### config.mk
export PLATFORM = sky130hd
export DESIGN_NAME = mem_port_arbiter_flat
export DESIGN_NICKNAME = d
export VERILOG_FILES = /design/src/rtl/mem_port_arbiter_if.sv /design/src/rtl/mem_port_arbiter.sv /design/src/flat_wrapper.sv
export SDC_FILE = /design/constraint.sdc
export NUM_CORES = 1
export LEC_CHECK = 0
export ABC_AREA = 1
export CORE_MARGIN = 4
export CORE_UTILIZATION = 43
export CTS_BUF_LIST = sky130_fd_sc_hd__clkbuf_4
export DETAILED_ROUTE_END_ITERATION = 6
export PLACE_DENSITY_LB_ADDON = 0.08
export RECOVER_POWER = 100
export SLEW_MARGIN = 40
export SYNTH_ARGS = -nofsm -noshare
export SYNTH_HDL_FRONTEND = slang
export SYNTH_SLANG_ARGS = --single-unit
### constraint.sdc
create_clock -name clk -period 3.5 [get_ports clk]
set_clock_uncertainty 0.1 [all_clocks]
set_input_delay 0.7 -clock clk [delete_from_list [all_inputs] [get_ports clk]]
set_output_delay 0.7 -clock clk [all_outputs]
set_load 0.05 [all_outputs]
### src/rtl/mem_port_arbiter_if.sv
// Bundle of CPU MEM-stage, DMA control/OAM and data-memory signals for mem_port_arbiter.
// "slave" is the arbiter's view, "master" the surrounding system's view.
interface mem_port_arbiter_if #(parameter int LEN_W = 8);
  logic              cpu_rd;
  logic              cpu_wr;
  logic [31:0]       cpu_addr;
  logic [31:0]       cpu_wdata;
  logic              cpu_stall;
  logic              dma_start;
  logic [31:0]       dma_src;
  logic [LEN_W-1:0]  dma_len;
  logic              dma_busy;
  logic              dma_done;
  logic              dma_wr_en;
  logic [LEN_W-1:0]  dma_wr_addr;
  logic [31:0]       dma_wr_data;
  logic [31:0]       mem_addr;
  logic              mem_re;
  logic              mem_we;
  logic [31:0]       mem_wdata;
  logic [31:0]       mem_rdata;

  modport slave (
    input  cpu_rd, cpu_wr, cpu_addr, cpu_wdata, dma_start, dma_src, dma_len, mem_rdata,
    output cpu_stall, dma_busy, dma_done, dma_wr_en, dma_wr_addr, dma_wr_data,
           mem_addr, mem_re, mem_we, mem_wdata
  );

  modport master (
    output cpu_rd, cpu_wr, cpu_addr, cpu_wdata, dma_start, dma_src, dma_len, mem_rdata,
    input  cpu_stall, dma_busy, dma_done, dma_wr_en, dma_wr_addr, dma_wr_data,
           mem_addr, mem_re, mem_we, mem_wdata
  );
endinterface

### src/rtl/mem_port_arbiter.sv
// Shares one single-port data memory between the CPU MEM stage and an OAM copy DMA.
// Optional macro CPU_PRIORITY_EN: a CPU request preempts the DMA during XFER.
module mem_port_arbiter #(
  parameter int LEN_W = 8
) (
  input logic               clk,
  input logic               rst,
  mem_port_arbiter_if.slave bus
);

  typedef enum logic [1:0] {IDLE, XFER, DRAIN} state_t;

`ifdef CPU_PRIORITY_EN
  localparam bit CpuPriority = 1'b1;
`else
  localparam bit CpuPriority = 1'b0;
`endif

  state_t            state_q, state_d;
  logic [31:0]       src_q;
  logic [LEN_W-1:0]  len_q;
  logic [LEN_W-1:0]  count_q;
  logic [LEN_W-1:0]  pend_idx_q;
  logic              pend_q;
  logic              done_q;

  logic cpu_req, cpu_own, dma_issue, last_issue, start_go, start_empty;

  assign cpu_req     = bus.cpu_rd | bus.cpu_wr;
  // Outside XFER the CPU always owns the port; inside XFER only with priority enabled.
  assign cpu_own     = (state_q != XFER) || (CpuPriority && cpu_req);
  assign dma_issue   = !cpu_own;
  assign last_issue  = dma_issue && (count_q == len_q - LEN_W'(1));
  assign start_go    = (state_q == IDLE) && bus.dma_start && (bus.dma_len != '0);
  assign start_empty = (state_q == IDLE) && bus.dma_start && (bus.dma_len == '0);

  // NOTE: every always_comb output gets a default first so no path can infer a latch.
  always_comb begin
    state_d = state_q;
    unique case (state_q)
      IDLE:    if (start_go) state_d = XFER;
      XFER:    if (last_issue) state_d = DRAIN;
      DRAIN:   state_d = IDLE;
      default: state_d = IDLE;
    endcase
  end

  always_comb begin
    bus.mem_addr  = bus.cpu_addr;
    bus.mem_re    = bus.cpu_rd;
    // A write is dropped if the CPU ever raises both, keeping re/we mutually exclusive.
    bus.mem_we    = bus.cpu_wr & ~bus.cpu_rd;
    bus.mem_wdata = bus.cpu_wdata;
    bus.cpu_stall = 1'b0;
    if (!cpu_own) begin
      bus.mem_addr  = src_q + 32'(count_q);
      bus.mem_re    = 1'b1;
      bus.mem_we    = 1'b0;
      bus.mem_wdata = '0;
      bus.cpu_stall = cpu_req;
    end
  end

  assign bus.dma_busy    = (state_q == XFER) || (state_q == DRAIN);
  assign bus.dma_done    = done_q || (state_q == DRAIN);
  assign bus.dma_wr_en   = pend_q;
  assign bus.dma_wr_addr = pend_idx_q;
  assign bus.dma_wr_data = bus.mem_rdata;

  // NOTE: sequential state uses non-blocking assignments so all registers update together.
  always_ff @(posedge clk) begin
    if (rst) begin
      state_q    <= IDLE;
      src_q      <= '0;
      len_q      <= '0;
      count_q    <= '0;
      pend_idx_q <= '0;
      pend_q     <= 1'b0;
      done_q     <= 1'b0;
    end else begin
      state_q <= state_d;
      done_q  <= start_empty;
      pend_q  <= dma_issue;
      if (dma_issue) begin
        pend_idx_q <= count_q;
        count_q    <= count_q + LEN_W'(1);
      end
      if (start_go) begin
        src_q   <= bus.dma_src;
        len_q   <= bus.dma_len;
        count_q <= '0;
      end
    end
  end

endmodule

### src/flat_wrapper.sv
// flat-port wrapper written by rule: the top's interface ports become plain ports
module mem_port_arbiter_flat 
#(
  parameter int LEN_W = 8
)
  (clk, rst, bus_cpu_rd, bus_cpu_wr, bus_cpu_addr, bus_cpu_wdata, bus_dma_start, bus_dma_src, bus_dma_len, bus_mem_rdata, bus_cpu_stall, bus_dma_busy, bus_dma_done, bus_dma_wr_en, bus_dma_wr_addr, bus_dma_wr_data, bus_mem_addr, bus_mem_re, bus_mem_we, bus_mem_wdata);
  mem_port_arbiter_if #(.LEN_W(LEN_W)) bus_i ();
  input logic clk;
  input logic rst;
  input wire logic [$bits(bus_i.cpu_rd)-1:0] bus_cpu_rd;
  input wire logic [$bits(bus_i.cpu_wr)-1:0] bus_cpu_wr;
  input wire logic [$bits(bus_i.cpu_addr)-1:0] bus_cpu_addr;
  input wire logic [$bits(bus_i.cpu_wdata)-1:0] bus_cpu_wdata;
  input wire logic [$bits(bus_i.dma_start)-1:0] bus_dma_start;
  input wire logic [$bits(bus_i.dma_src)-1:0] bus_dma_src;
  input wire logic [$bits(bus_i.dma_len)-1:0] bus_dma_len;
  input wire logic [$bits(bus_i.mem_rdata)-1:0] bus_mem_rdata;
  output wire logic [$bits(bus_i.cpu_stall)-1:0] bus_cpu_stall;
  output wire logic [$bits(bus_i.dma_busy)-1:0] bus_dma_busy;
  output wire logic [$bits(bus_i.dma_done)-1:0] bus_dma_done;
  output wire logic [$bits(bus_i.dma_wr_en)-1:0] bus_dma_wr_en;
  output wire logic [$bits(bus_i.dma_wr_addr)-1:0] bus_dma_wr_addr;
  output wire logic [$bits(bus_i.dma_wr_data)-1:0] bus_dma_wr_data;
  output wire logic [$bits(bus_i.mem_addr)-1:0] bus_mem_addr;
  output wire logic [$bits(bus_i.mem_re)-1:0] bus_mem_re;
  output wire logic [$bits(bus_i.mem_we)-1:0] bus_mem_we;
  output wire logic [$bits(bus_i.mem_wdata)-1:0] bus_mem_wdata;
  assign bus_i.cpu_rd = bus_cpu_rd;
  assign bus_i.cpu_wr = bus_cpu_wr;
  assign bus_i.cpu_addr = bus_cpu_addr;
  assign bus_i.cpu_wdata = bus_cpu_wdata;
  assign bus_i.dma_start = bus_dma_start;
  assign bus_i.dma_src = bus_dma_src;
  assign bus_i.dma_len = bus_dma_len;
  assign bus_i.mem_rdata = bus_mem_rdata;
  assign bus_cpu_stall = bus_i.cpu_stall;
  assign bus_dma_busy = bus_i.dma_busy;
  assign bus_dma_done = bus_i.dma_done;
  assign bus_dma_wr_en = bus_i.dma_wr_en;
  assign bus_dma_wr_addr = bus_i.dma_wr_addr;
  assign bus_dma_wr_data = bus_i.dma_wr_data;
  assign bus_mem_addr = bus_i.mem_addr;
  assign bus_mem_re = bus_i.mem_re;
  assign bus_mem_we = bus_i.mem_we;
  assign bus_mem_wdata = bus_i.mem_wdata;
  mem_port_arbiter #(.LEN_W(LEN_W)) u_core (.clk(clk), .rst(rst), .bus(bus_i));
endmodule
== Word level (Yosys, flattened, before mapping) ==
Index checks and enable logic that the tools add are counted.

* Add/subtract/negate cells: 3
* Multiply operators: 0
* Div/mod/pow operators: 0
* Magnitude comparators: 0
* Equal/unequal tests: 6
* Shifts and indexed selects: 0
* Mux-type cells: 8
* Bitwise gates (word level): 3
* Reduce and logical (&&, ||, !) cells: 12

{| class="wikitable"
|+ Operator list
! kind !! count
|-
| 32-bit two-way mux || 2
|-
| 32-bit by 8-bit adder with 32-bit output || 1
|-
| 8-bit by 1-bit adder with 8-bit output (second input constant) || 1
|-
| 8-bit equality test || 1
|-
| 8-bit zero test || 1
|-
| 8-bit nonzero test || 1
|-
| 8-bit by 1-bit subtractor with 8-bit output (second input constant) || 1
|-
| 2-bit by 1-bit != test with 1-bit output (second input constant) || 3
|-
| 1-bit logical AND || 4
|-
| 2-bit two-way mux || 2
|-
| 2-bit case mux with 2 select lines || 1
|-
| 1-bit two-way mux || 3
|-
| 2-bit by 1-bit equality test with 1-bit output (second input constant) || 1
|-
| 2-bit equality test (second input constant) || 1
|-
| 2-bit zero test || 1
|-
| 1-bit logical OR || 2
|-
| 2-bit AND reduction || 1
|-
| 2-bit OR reduction || 1
|-
| 1-bit AND || 1
|-
| 1-bit zero test || 1
|-
| 1-bit NOT || 1
|-
| 1-bit bitwise OR || 1
|}

* Flip-flop bits (word level): 60
* Latch bits: 0
* Memory bits (writable): 0
* Bits in read-only memories: 0
* Bits of input ports: 141
* Output and inout bits: 110
* Word-level logic and storage cells: 39
* Memories: 0

== Longest topological paths before layout ==
Gate-level depths: netlist (run 1).

* Depth after elaboration: 5
* Mapped depth: 15
* Depth with buffers taken out: 15

== Worst setup path after synthesis (run 1) ==
OpenSTA, ideal clock, no wires.

* Path kind: register to output
* Start point: register u_core.count_q[0]
* End point: output bus_mem_addr[12]
* Data arrival time: 2.493 ns
* Data required time: 2.700 ns
* Slack: 0.207 ns
* Stages on the path, launching flop included: 10
* Path buffers: 0
* Cells stage by stage: dfxtp_1 > ha_1 > fa_1 > nand2_1 > o21ai_4 > nand3_2 > nand2_4 > nand2_1 > nand2_1 > o21ai_0

* Word-level cells in the longest chain between the ends: 2

{| class="wikitable"
|+ Ends and longest elaborated chain
! item !! line !! RTL
|-
| start: declaration || mem_port_arbiter.sv:22 || <nowiki>logic [LEN_W-1:0] count_q;</nowiki>
|-
| start signal: assignment || mem_port_arbiter.sv:86 || <nowiki>count_q <= count_q + LEN_W'(1);</nowiki>
|-
| 32-bit by 8-bit adder with 32-bit output || mem_port_arbiter.sv:56 || <nowiki>bus.mem_addr = src_q + 32'(count_q);</nowiki>
|-
| 32-bit two-way mux || mem_port_arbiter.sv:55 || <nowiki>if (!cpu_own) begin</nowiki>
|-
| end: declaration || flat_wrapper.sv:24 || <nowiki>output wire logic [$bits(bus_i.mem_addr)-1:0] bus_mem_addr;</nowiki>
|}

No other way between the ends.

== Final worst setup path (run 1) ==
* Start point: register u_core.count_q[0]
* End point: output bus_mem_addr[6]

Same word-level chain as after synthesis.

==> impl_results.md, run 1 <==
- I/O pin count: 251
- Distinct cells, synth: 40
- End of the worst register-to-register path: u_core.src_q[10]
- Area of the multi-input gates: approximately 2600 um2
- Number of nets with antenna violations after routing: 0
- Global-route usage over all layers: 24.43%
- Final layout net count: about 1.0k
- Number of buffers inserted during clock tree synthesis: 9
- Maximum clock frequency: 0.3026 GHz
- Final number of max-transition violations: 0
- Height of the die: 109.9 um
- Crit. End Element: output port
- Setup violations, final: 0
- Syn-to-layout area delta: 40.06%
- Headroom to the max-slew limit: a little under half
- Pleak: 2.841 nW
- Overall die area: 12070 um2
- Synthesized netlist cell count: 731
- Clock sinks: 60
- Detailed router's first-iteration violation count: roughly 300
- Portion of the post-synthesis area used by sequential elements: 26.91%
- Pin count of the biggest net entering global routing: 67
- Worst EP required: ~2.7 ns
- Max Buffers Root-to-Sink: 2
- Vias in the first global route: 4934
- Peak supply drop: 0.3785 mV
- Number of storage elements in the synthesis netlist: 60
- Portion of synthesized cell area occupied by the leading cell type: 26.91%
- Top cell by count, worst path: nand2_1
- Biggest area contributors in the synthesized netlist: dfxtp_1 (27%), nand2_1 (16%), nor2_1 (7.1%), inv_1 (6.7%), a21oi_1 (6.6%)
- GRT overflow: 0
- Crit path largest cell delay: 0.41 ns
- Syn avg cell area: approximately 6.1 um2
- Final std cell area, no fill: 6251 um2
- Number of setup buffers added after CTS: 0
- Post-synth ARST share: 0%
- Gpl congestion: a little over 0.9
- Worst-skew pair later-pin latency: 0.40 ns
- Crit-path max FO: 5
- Number of buffer cells added on primary ports: 186
- Drt drc: 0
- FF/Latch Area: 1206 um2
- Antenna diode count: 0
- Crit path kind: reg2out
- Tot Pwr: 3.391 mW
- Detail-routed net length per standard cell: 14.73 um
- Endpoint of the worst setup timing path: bus_mem_addr[6]
- Total of warnings raised by yosys: 0
- Core region area: 9955 um2
- Result of the run: finished, final reports clean
- Worst min path class: reg2reg
- Share of the clock period used by the worst path after layout: 94.41%
- Row count: 36
- Worst setup path startpoint: u_core.count_q[0]
- Final Critical Period: 3.304 ns
- Most common cell after layout, fill and taps aside: nand2_1
- Ratio of routed vias to standard cells: ~5.1
- Clock slew at reported path FFs: 0.12 ns
- Fillers: 945
- CTS tree: yes
- Category of the worst setup path launch point: flip-flop
- Number of antenna violations at the first check in global routing: 0
- Die Width: 109.9 um
- Final hold viol count: 0
- Transition time at the pin with the least slew margin: just under 0.8 ns
- Via count of the routed design: ~5.2k
- CP cell instances: ha_1 -> fa_1 -> nand2_1 -> o21ai_4 -> nand2_1 -> nand2_1 -> xnor2_1 -> o21ai_0 -> clkdlybuf4s15_2
- Fraction of layout instances using a drive strength above 1: 9.875%
- Clock root buffer: clkbuf_4
- Detailed Routing Iterations Pass 1: 5
- Global-route wire length before repair: 23.34 mm
- Cell area after technology mapping: roughly 4500 um2
- Wirelength, routed: 14.94 mm
- Worst Reg-to-Reg Cells: 8
- Synth Flop Type: dfxtp_1
- Area after detailed placement: 6233 um2
- Reg-to-reg slack, setup: 0.77 ns
- Initial Utilization: 44.83%
- WP data arrival: 2.50 ns
- Critical R2R Launch: u_core.state_q[1]
- Number of violations of the max-capacitance limit: 0
- Critical-path cell with the highest stage delay: clkdlybuf4s15_2
- Syn_nets: 887
- Power density over the cells: around 540 nW/um2
- Number of enable flip-flop cells after synthesis: 0
- CTS H-tree lvls: 3
- Highest-count cells in the layout ignoring fill and taps: nand2_1 (189), clkdlybuf4s50_1 (107), nor2_1 (84), inv_1 (81)
- Synth area leader: dfxtp_1
- Detailed placement HPWL: 11.80 mm
[flip-flops by register name (all words and copies together) (netlist names)]
name	cells
u_core.bus.dma_wr_addr	8
u_core.bus.dma_wr_en	1
u_core.count_q	8
u_core.done_q	1
u_core.len_q	8
u_core.src_q	32
u_core.state_q	2
[cells in the mapped netlist (all sizes together) (2+ instances only)]
library cell / n
xnor2: 5
o21ai: 53
inv: 94
nor3: 12
nor2: 86
or2: 3
dfxtp: 60
a31oi: 9
a21oi: 60
xor2: 10
nand2: 192
nor3b: 2
clkbuf: 19
buf: 39
ha: 14
nand3: 54
nand4: 11
nor4: 3
[critical path, delay by kind of cell, from the launching register on]
family,cells,cell delay [ns]
AO/OA/AOI/OAI,2,0.24
XOR/XNOR,1,0.16
adder cells (fa/ha/maj),2,0.61
buffers and inverters,1,0.41
flip-flops,1,0.38
AND/OR/NAND/NOR,3,0.30
[metal layers]
layer | track usage [%] | wire length, um | vias to the layer above
met3 | 4.639 | 975 | 37
li1 | - | - | 2597
met2 | 43.41 | 7515 | 214
met5 | 0 | 0 | -
met4 | 8.816 | 366 | 0
met1 | 29.05 | 6081 | 2327
[cells by family (layout without fill, tap and decap cells)]
logic type	after synthesis	after routing	synth area share [%]
DFF	60	60	26.91
AOI/OAI and AO/OA	125	125	14.94
adders and majority gates	15	15	4.373
xor gates and xnor gates	15	15	2.944
and+or+nand+nor	363	363	35.10
buffers and inverters	153	303	15.73
[worst min path at each step]
| stage | end | slack (ns) | cells past startpoint | start |
|---|---|---|---|---|
| CTS | u_core.src_q[5] | 0.38 | 2 | u_core.src_q[5] |
| floorplan | u_core.src_q[0] | 0.34 | 2 | u_core.src_q[0] |
| detailed placement | u_core.src_q[5] | 0.36 | 2 | u_core.src_q[5] |
| global route | u_core.src_q[5] | 0.39 | 2 | u_core.src_q[5] |
| global placement | u_core.src_q[7] | 0.36 | 2 | u_core.src_q[7] |
| finish | u_core.src_q[5] | 0.38 | 2 | u_core.src_q[5] |
[per-stage QoR]
stage	setup WS [ns]	hold WS, ns	utilization [%]	setup TNS (ns)	cells
2_1_floorplan	0.2068	0.3439	-	0	731
3_3_place_gp	0.5984	0.3569	62.62	0	999
3_5_place_dp	0.5803	0.3628	62.62	0	999
4_1_cts	0.1598	0.3807	63.96	0	1014
5_1_grt	-0.007744	0.3893	62.80	-0.007744	1014
6_report	0.1958	0.3828	62.80	0	1014
[where the power goes]
group / switching (mW) / total [mW] / internal (mW)
logic: 1.44 / 2.03 / 0.591
registers: 0.0896 / 0.872 / 0.782
clock network: 0.275 / 0.488 / 0.213
[timing repair]
action,4_1_cts,5_1_grt
endpoints found under the setup margin,0,10
resized for setup,0,8
hold buffers,0,0
[area by class of cell]
class	count	share of cell area, %
clock buffer	9	1.081
clock inverter	6	1.061
inverter	95	5.705
multi-input combinational	518	41.23
sequential	60	19.30
tap	133	2.662
timing repair buffer	193	28.96
Note: power is estimated with default switching activity, not from simulation.
==> run 2, diff against run 1 <==
- CORE_MARGIN: 4 -> default
==> run 2 against run 1 <==
- combinational power is essentially flat
- flip-flop and latch count stayed put
- worst setup slack got worse by 0.078 ns
- hold slack worse by 0.0049 ns
- register-to-register slack gained 0.16 ns
==> impl_results.md, run 2 (synthesis gave the netlist of run 1 again) <==
- Result of the run: finished, final reports clean (unchanged)
- Clock slew at reported path FFs: 0.12 ns (about the same)
- Via count of the routed design: 5099 (was 5175)
- Global-route wire length before repair: 23.22 mm (was 23.34 mm)
- Total Negative Setup Slacks: 0 ns (unchanged)
- Critical-path cell with the highest stage delay: dfxtp_1 (was clkdlybuf4s15_2)
- Die Width: 103.9 um (was 109.9 um)
- Highest layer used for signal routing: met4 (unchanged)
- Comb power frac: 59.7% (was 59.9%)
- Final layout net count: 1038 (was 1033)
- Max reg flops: 32 (unchanged)
- Row count: 36 (unchanged)
- Worst min path class: reg2reg (unchanged)
- Setup violations, final: 0 (unchanged)
- Max Buffers Root-to-Sink: 2 (unchanged)
- Worst EP required: 2.70 ns (about the same)
- Height of the die: 103.9 um (was 109.9 um)
- Fraction of layout instances using a drive strength above 1: 10.48% (was 9.875%)
- RSZ-0062 raised after global routing: no
- Crit path largest cell delay: 0.50 ns (was 0.41 ns)
- Global-route usage over all layers: 26.30% (was 24.43%)
- Area of the multi-input gates: 2585 um2 (was 2577 um2)
- FF/Latch Area: 1207 um2 (was 1206 um2)
- Gpl congestion: 0.8946 (was 0.9306)
- Number of nets with antenna violations after routing: 0 (unchanged)
- Tot Pwr: 3.443 mW (was 3.391 mW)
- Detail-routed net length per standard cell: 14.08 um (was 14.73 um)
- GRT overflow: 0 (unchanged)
- Net switching power figure: 1.825 mW (was 1.805 mW)
- Worst-skew pair later-pin latency: 0.42 ns (was 0.40 ns)
- Most common cell after layout, fill and taps aside: nand2_1 (unchanged)
- Internal power: 1.617 mW (was 1.587 mW)
- Headroom to the max-slew limit: 36.65% (was 46.94%)
- Crit-path max FO: 5 (unchanged)
- I/O pin count: 251 (unchanged)
- Clock root buffer: clkbuf_4 (unchanged)
- Fillers: 981 (was 945)
- Clock sinks: 60 (unchanged)
- CTS H-tree lvls: 3 (unchanged)
- Category of the worst setup path launch point: flip-flop (unchanged)
- Maximum clock frequency: 0.2957 GHz (was 0.3026 GHz)
- Switching share of power: 53.02% (was 53.21%)
- Drt drc: 0 (unchanged)
- Total length of routed met2 wires: 7.191 mm (was 7.515 mm)
- Register with the most flip-flops: u_core.src_q (unchanged)
- Final hold viol count: 0 (unchanged)
- Number of violations of the max-capacitance limit: 0 (unchanged)
- Number of buffers inserted during clock tree synthesis: 9 (unchanged)
- Highest-count cells in the layout ignoring fill and taps: nand2_1 (187), clkdlybuf4s50_1 (106), nor2_1 (84), inv_1 (80), a21oi_1 (59) (was nand2_1 (189), clkdlybuf4s50_1 (107), nor2_1 (84), inv_1 (81))
- Peak supply drop: 0.3999 mV (was 0.3785 mV)
- Clock power frac: 15.0% (was 14.4%)
- Power density over the cells: 543.9 nW/um2 (was 542.5 nW/um2)
- CTS tree: yes (unchanged)
- Number of buffers and inverters on the critical path: 2 (was 1)
- Detailed Routing Iterations Pass 1: 5 (unchanged)
- Pleak: 2.879 nW (was 2.841 nW)
- Pin count of the biggest net entering global routing: 60 (was 67)
- Number of antenna violations at the first check in global routing: 0 (unchanged)
- Detailed router's first-iteration violation count: 220 (was 303)
- Wirelength, routed: 14.36 mm (was 14.94 mm)
- Part of the power in registers: 25.4% (was 25.7%)
- Vias in the first global route: 4919 (was 4934)
- Transition time at the pin with the least slew margin: 0.9503 ns (was 0.7935 ns)
- Share of the clock period used by the worst path after layout: 96.63% (was 94.41%)
- Crit. End Element: output port (unchanged)
- Overall die area: 10790 um2 (was 12070 um2)
- Critical path's top delay family: compound AO/OA/AOI/OAI gates (was adder cells)
- Detailed placement HPWL: 11.10 mm (was 11.80 mm)
- Initial Utilization: 45.04% (was 44.83%)
- Core region area: 9910 um2 (was 9955 um2)
- Antenna diode count: 0 (unchanged)
- Top cell by count, worst path: nand2_1 (unchanged)
- Syn-to-layout area delta: 41.83% (was 40.06%)
- Metal3 WL: 900 um (was 975 um)
- Number of buffer cells added on primary ports: 186 (unchanged)
- Final Critical Period: 3.382 ns (was 3.304 ns)
- Final number of max-transition violations: 0 (unchanged)
- CP cell instances: ha_1 -> a21oi_1 -> o21ai_1 -> nand2_1 -> nand2_4 -> buf_4 -> nand2_1 -> nand2_1 -> o21ai_0 -> clkbuf_4 (was ha_1 -> fa_1 -> nand2_1 -> o21ai_4 -> nand2_1 -> nand2_1 -> xnor2_1 -> o21ai_0 -> clkdlybuf4s15_2)
- Crit path kind: reg2out (unchanged)
- Ratio of routed vias to standard cells: 4.999 (was 5.104)
- WL met1: 6.043 mm (was 6.081 mm)
- WP data arrival: 2.58 ns (was 2.50 ns)
- Hold bufs inserted after CTS: 0 (unchanged)
==> run 2: cell types whose count changed in the layout (fill, tap and decap cells not counted), moves of 2 or more <==
| cell | change |
|---|---|
| clkdlybuf4s15_2 | -2 |
| buf_2 | -2 |
| nand2_2 | +2 |
| buf_4 | +3 |
| o21ai_4 | +2 |
| clkbuf_1 | +3 |
| nand2_1 | -2 |
| o21ai_0 | -2 |
| buf_12 | +3 |
==> run 2: path summary, 6_finish.rpt <==
check,slack (ns),end,start,depth (start not counted)
worst min-delay path,0.38,u_core.src_q[6],u_core.src_q[6],2
worst min register to register,0.38,u_core.src_q[6],u_core.src_q[6],2
worst max register to register,0.93,u_core.count_q[7],u_core.state_q[1],10
worst max-delay path,0.12,bus_mem_addr[12],u_core.count_q[7],10
==> run 2: layout make-up <==
| cell class | instances | area share, % |
|---|---|---|
| clock buffers | 9 | 1.067 |
| clock inverters | 7 | 1.186 |
| inverters | 95 | 5.634 |
| multi-input cells | 518 | 40.84 |
| flip-flops and latches | 60 | 19.07 |
| well taps | 133 | 2.629 |
| repair buffers | 198 | 29.57 |
==> run 2: tightest hold or removal path, cell delays in order, from the launching register on <==
cell and delay, ns:
dfxtp_1 0.33, nand2_1 0.06, a21oi_1 0.05
==> run 2: layer usage <==
layer,vias to the layer above,GRT usage [%]
met3,20,6.203
met1,2293,31.07
met5,-,0
li1,2613,-
met2,173,46.67
met4,0,8.469
==> run 2: timing repair <==
item | 4_1_cts | 5_1_grt
gates resized for setup | 0 | 11
endpoints found under the setup margin | 0 | 13
buffers inserted | 0 | 4
==> run 2: power groups by stage <==
stage          registers, mW  clock network, mW  logic [mW]
2_1_floorplan          0.946                  0        1.45
3_3_place_gp           0.883                  0        2.18
3_5_place_dp           0.884                  0        2.20
4_1_cts                0.871              0.521        2.21
5_1_grt                0.885              0.548        2.19
6_report               0.873              0.515        2.05
==> run 2: metrics by stage <==
step | instance area (um2) | util, % | setup slack (ns) | hold WS, ns | cells
after floorplan | 4463 | - | 0.2068 | 0.3439 | 731
after global placement | 6254 | 63.11 | 0.6156 | 0.3530 | 1000
after detailed placement | 6254 | 63.11 | 0.5735 | 0.3595 | 1000
after CTS | 6396 | 64.55 | 0.1012 | 0.3772 | 1016
after global routing | 6330 | 63.88 | 0.01278 | 0.3934 | 1020
final | 6330 | 63.88 | 0.1180 | 0.3779 | 1020
==> patch, RTL diff (flow settings as in run 2) <==
`LEN_W` is set to 8 in 3 places; all go to 16.
--- a/src/rtl/mem_port_arbiter_if.sv
+++ b/src/rtl/mem_port_arbiter_if.sv
@@ -1,6 +1,6 @@
 // Bundle of CPU MEM-stage, DMA control/OAM and data-memory signals for mem_port_arbiter.
 // "slave" is the arbiter's view, "master" the surrounding system's view.
-interface mem_port_arbiter_if #(parameter int LEN_W = 8);
+interface mem_port_arbiter_if #(parameter int LEN_W = 16);
   logic              cpu_rd;
   logic              cpu_wr;
   logic [31:0]       cpu_addr;
--- a/src/rtl/mem_port_arbiter.sv
+++ b/src/rtl/mem_port_arbiter.sv
@@ -1,7 +1,7 @@
 // Shares one single-port data memory between the CPU MEM stage and an OAM copy DMA.
 // Optional macro CPU_PRIORITY_EN: a CPU request preempts the DMA during XFER.
 module mem_port_arbiter #(
-  parameter int LEN_W = 8
+  parameter int LEN_W = 16
 ) (
   input logic               clk,
   input logic               rst,
--- a/src/flat_wrapper.sv
+++ b/src/flat_wrapper.sv
@@ -1,7 +1,7 @@
 // flat-port wrapper written by rule: the top's interface ports become plain ports
 module mem_port_arbiter_flat 
 #(
-  parameter int LEN_W = 8
+  parameter int LEN_W = 16
 )
   (clk, rst, bus_cpu_rd, bus_cpu_wr, bus_cpu_addr, bus_cpu_wdata, bus_dma_start, bus_dma_src, bus_dma_len, bus_mem_rdata, bus_cpu_stall, bus_dma_busy, bus_dma_done, bus_dma_wr_en, bus_dma_wr_addr, bus_dma_wr_data, bus_mem_addr, bus_mem_re, bus_mem_we, bus_mem_wdata);
   mem_port_arbiter_if #(.LEN_W(LEN_W)) bus_i ();
Ports: changed (resized bus_dma_len and bus_dma_wr_addr); port bits go from 251 to 267. The function was not compared with the original's and may differ.
==> patch against run 2 <==
  * Final area increased by 36%
  * Sequential cell count increased by 24
  * Combinational power increased by 82%
  * Setup slack got worse by 0.083 ns
  * Non-clock buffer count increased by 35
  * Wire length increased by 25%
  * Area after synthesis increased by 33%
  * Total power increased by 66%
  * Sequential share of layout area increased by 0.99 points
  * Cell count increased by 29%
  * Core utilization increased by 0.78 points
  * Critical endpoint is now bus_mem_addr[20]
  * Largest power group unchanged
  * Highest routed layer unchanged
==> patch: results (changes against run 2) <==
Worst hold path
  – Hold WC Path Type: reg -> reg
  – Worst hold start: u_core.bus.dma_wr_addr[0]$_SDFFE_PP0P_
  – Hold endpoint: u_core.bus.dma_wr_addr[0]$_SDFFE_PP0P_

Status
  – Status: finished clean

Pwr
  – Leak: 3.91 nW (+36%)
  – Peak supply drop: 446 µV (+11%)

Critical path
  – Critical Path Max Stage Delay: 0.38 ns (-0.12 ns)
  – Critical Path Slowest Stage Cell: dfxtp_4
  – Internal reg-to-reg setup slack: 0.72 ns (-0.21 ns)
  – Worst Setup SP: u_core.count_q[0]$_SDFFE_PP0P_
  – Maximum fanout along the worst path: 4 (-1)
  – Critical path arrival: 2.66 ns (+0.08 ns)
  – Crit-path leading delay family: simple AND/OR/NAND/NOR gates
  – Worst Reg-to-Reg Cells: 13 (+3)
  – Crit Reg-Reg Endpoint: u_core.count_q[11]$_SDFFE_PP0P_
  – End of the critical path: bus_mem_addr[20]

GRT
  – Largest net degree at the start of global routing: 39 (-35%)
  – First-pass GRT wire length: 28400 µm (+22%)
  – Vias in the first global route: 5940 (+21%)
  – Antenna violations before repair: 1 (+1)
  – All-layer global routing usage: 25.2% (-1.1 points)

Logic synthesis
  – Top cells by count, synth: nand2_1 (207), nor2_1 (162), inv_1 (112)
  – Seq/Total Area, Yosys: 28.4% (+1.5 points)
  – Main area contributors after synthesis: dfxtp_1 (28%), nand2_1 (13%), nor2_1 (10%)
  – Netlist cell types: 43 (+7.5%)
  – Ys async rst share: 0% (unchanged)
  – Syn Nets: 1125 (+27%)

Timing
  – Fmax: 289 MHz (-2.4%)
  – Tightest Pin Transition: 1.15 ns (+0.204 ns)

Layout
  – Layout net count: 1307 (+26%)
  – Fillers: 1237 (+26%)
  – Max reg flops: 32 (unchanged)
  – Layout cells sized above 1: 15.1% (+4.6 points)

Clocking
  – CTS clk-pin slew, worst paths: 0.14 ns (+0.02 ns)
  – Skew-Pair Late Insertion Delay: 0.47 ns (+0.05 ns)
  – Largest buffer count on any clock path: 2 (unchanged)
  – CTS Buf Count: 9 (unchanged)
  – Root buf cell: clkbuf_4
  – H-Tree Depth: 3 (unchanged)

Route
  – Vias: 6453 (+27%)
  – Starting DRT DRC Count: 398 (+81%)
  – Routed WL per cell: 13.7 µm (-3.0%)
  – TritonRoute pass-1 iters: 5 (unchanged)

Placement
  – Port Buf Inserts: 202 (+8.6%)
  – DP Wirelength: 13700 µm (+23%)
  – GP Congestion: 0.896 (+0.15%)
  – Place WS: 0.271 ns (-0.303 ns)
[patch: cell count changes after synthesis, sizes merged, moves of 7 or more]
cell	delta
dfxtp	+24
nand2	+18
xnor2	+7
xor2	+10
o21ai	+40
clkbuf	+7
nand3	-10
a21oi	+11
nor2	+80
inv	+20
ha	+8
[patch: layer usage]
layer | routed length (µm) | global-route usage (%) | vias to the layer above
met5 | 0 | 0 | -
met4 | 429 | 9.06 | 0
met3 | 1150 | 5.65 | 34
met2 | 8710 | 43.5 | 210
met1 | 7700 | 30.5 | 2838
li1 | - | - | 3371
[patch: power breakdown]
| group | internal [mW] | switching [mW] |
|---|---|---|
| registers | 1.19 | 0.216 |
| logic | 1.27 | 2.46 |
| clock network | 0.231 | 0.343 |
| total | 2.69 | 3.02 |
[patch: area by class of cell]
type                    instances  area share (%)
multi-input cells             691            43.5
repair buffers                233            27.2
flip-flops and latches         84            20.1
inverters                     116            5.07
well taps                     176            2.55
clock buffers                  11           0.957
clock inverters                 5           0.609
diodes                          1          0.0290
[patch: what timing repair did]
action | 4_1_cts | 5_1_grt
pin swaps | 5 | 19
setup buffers | 4 | 14
hold buffers | 0 | 0
resized for setup | 28 | 75
endpoints found under the setup margin | 17 | 23
cloned | 0 | 0
endpoints found under the hold margin | 0 | 0
[patch: cell families after synthesis]
family / Yosys count / synth area share [%]
AOI/OAI and AO/OA: 176 / 15.4
buffers and inverters: 178 / 13.4
DFF: 84 / 28.4
xor gates and xnor gates: 32 / 4.73
and+or+nand+nor: 460 / 33.1
adders and majority gates: 23 / 4.99
[patch: per-stage QoR]
stage	std cells	hold slack [ns]	instance area, µm²
after floorplan	953	0.345	5920
after global placement	1282	0.349	8060
after detailed placement	1282	0.353	8060
after CTS	1302	0.371	8320
after global routing	1317	0.405	8630
final	1317	0.368	8630
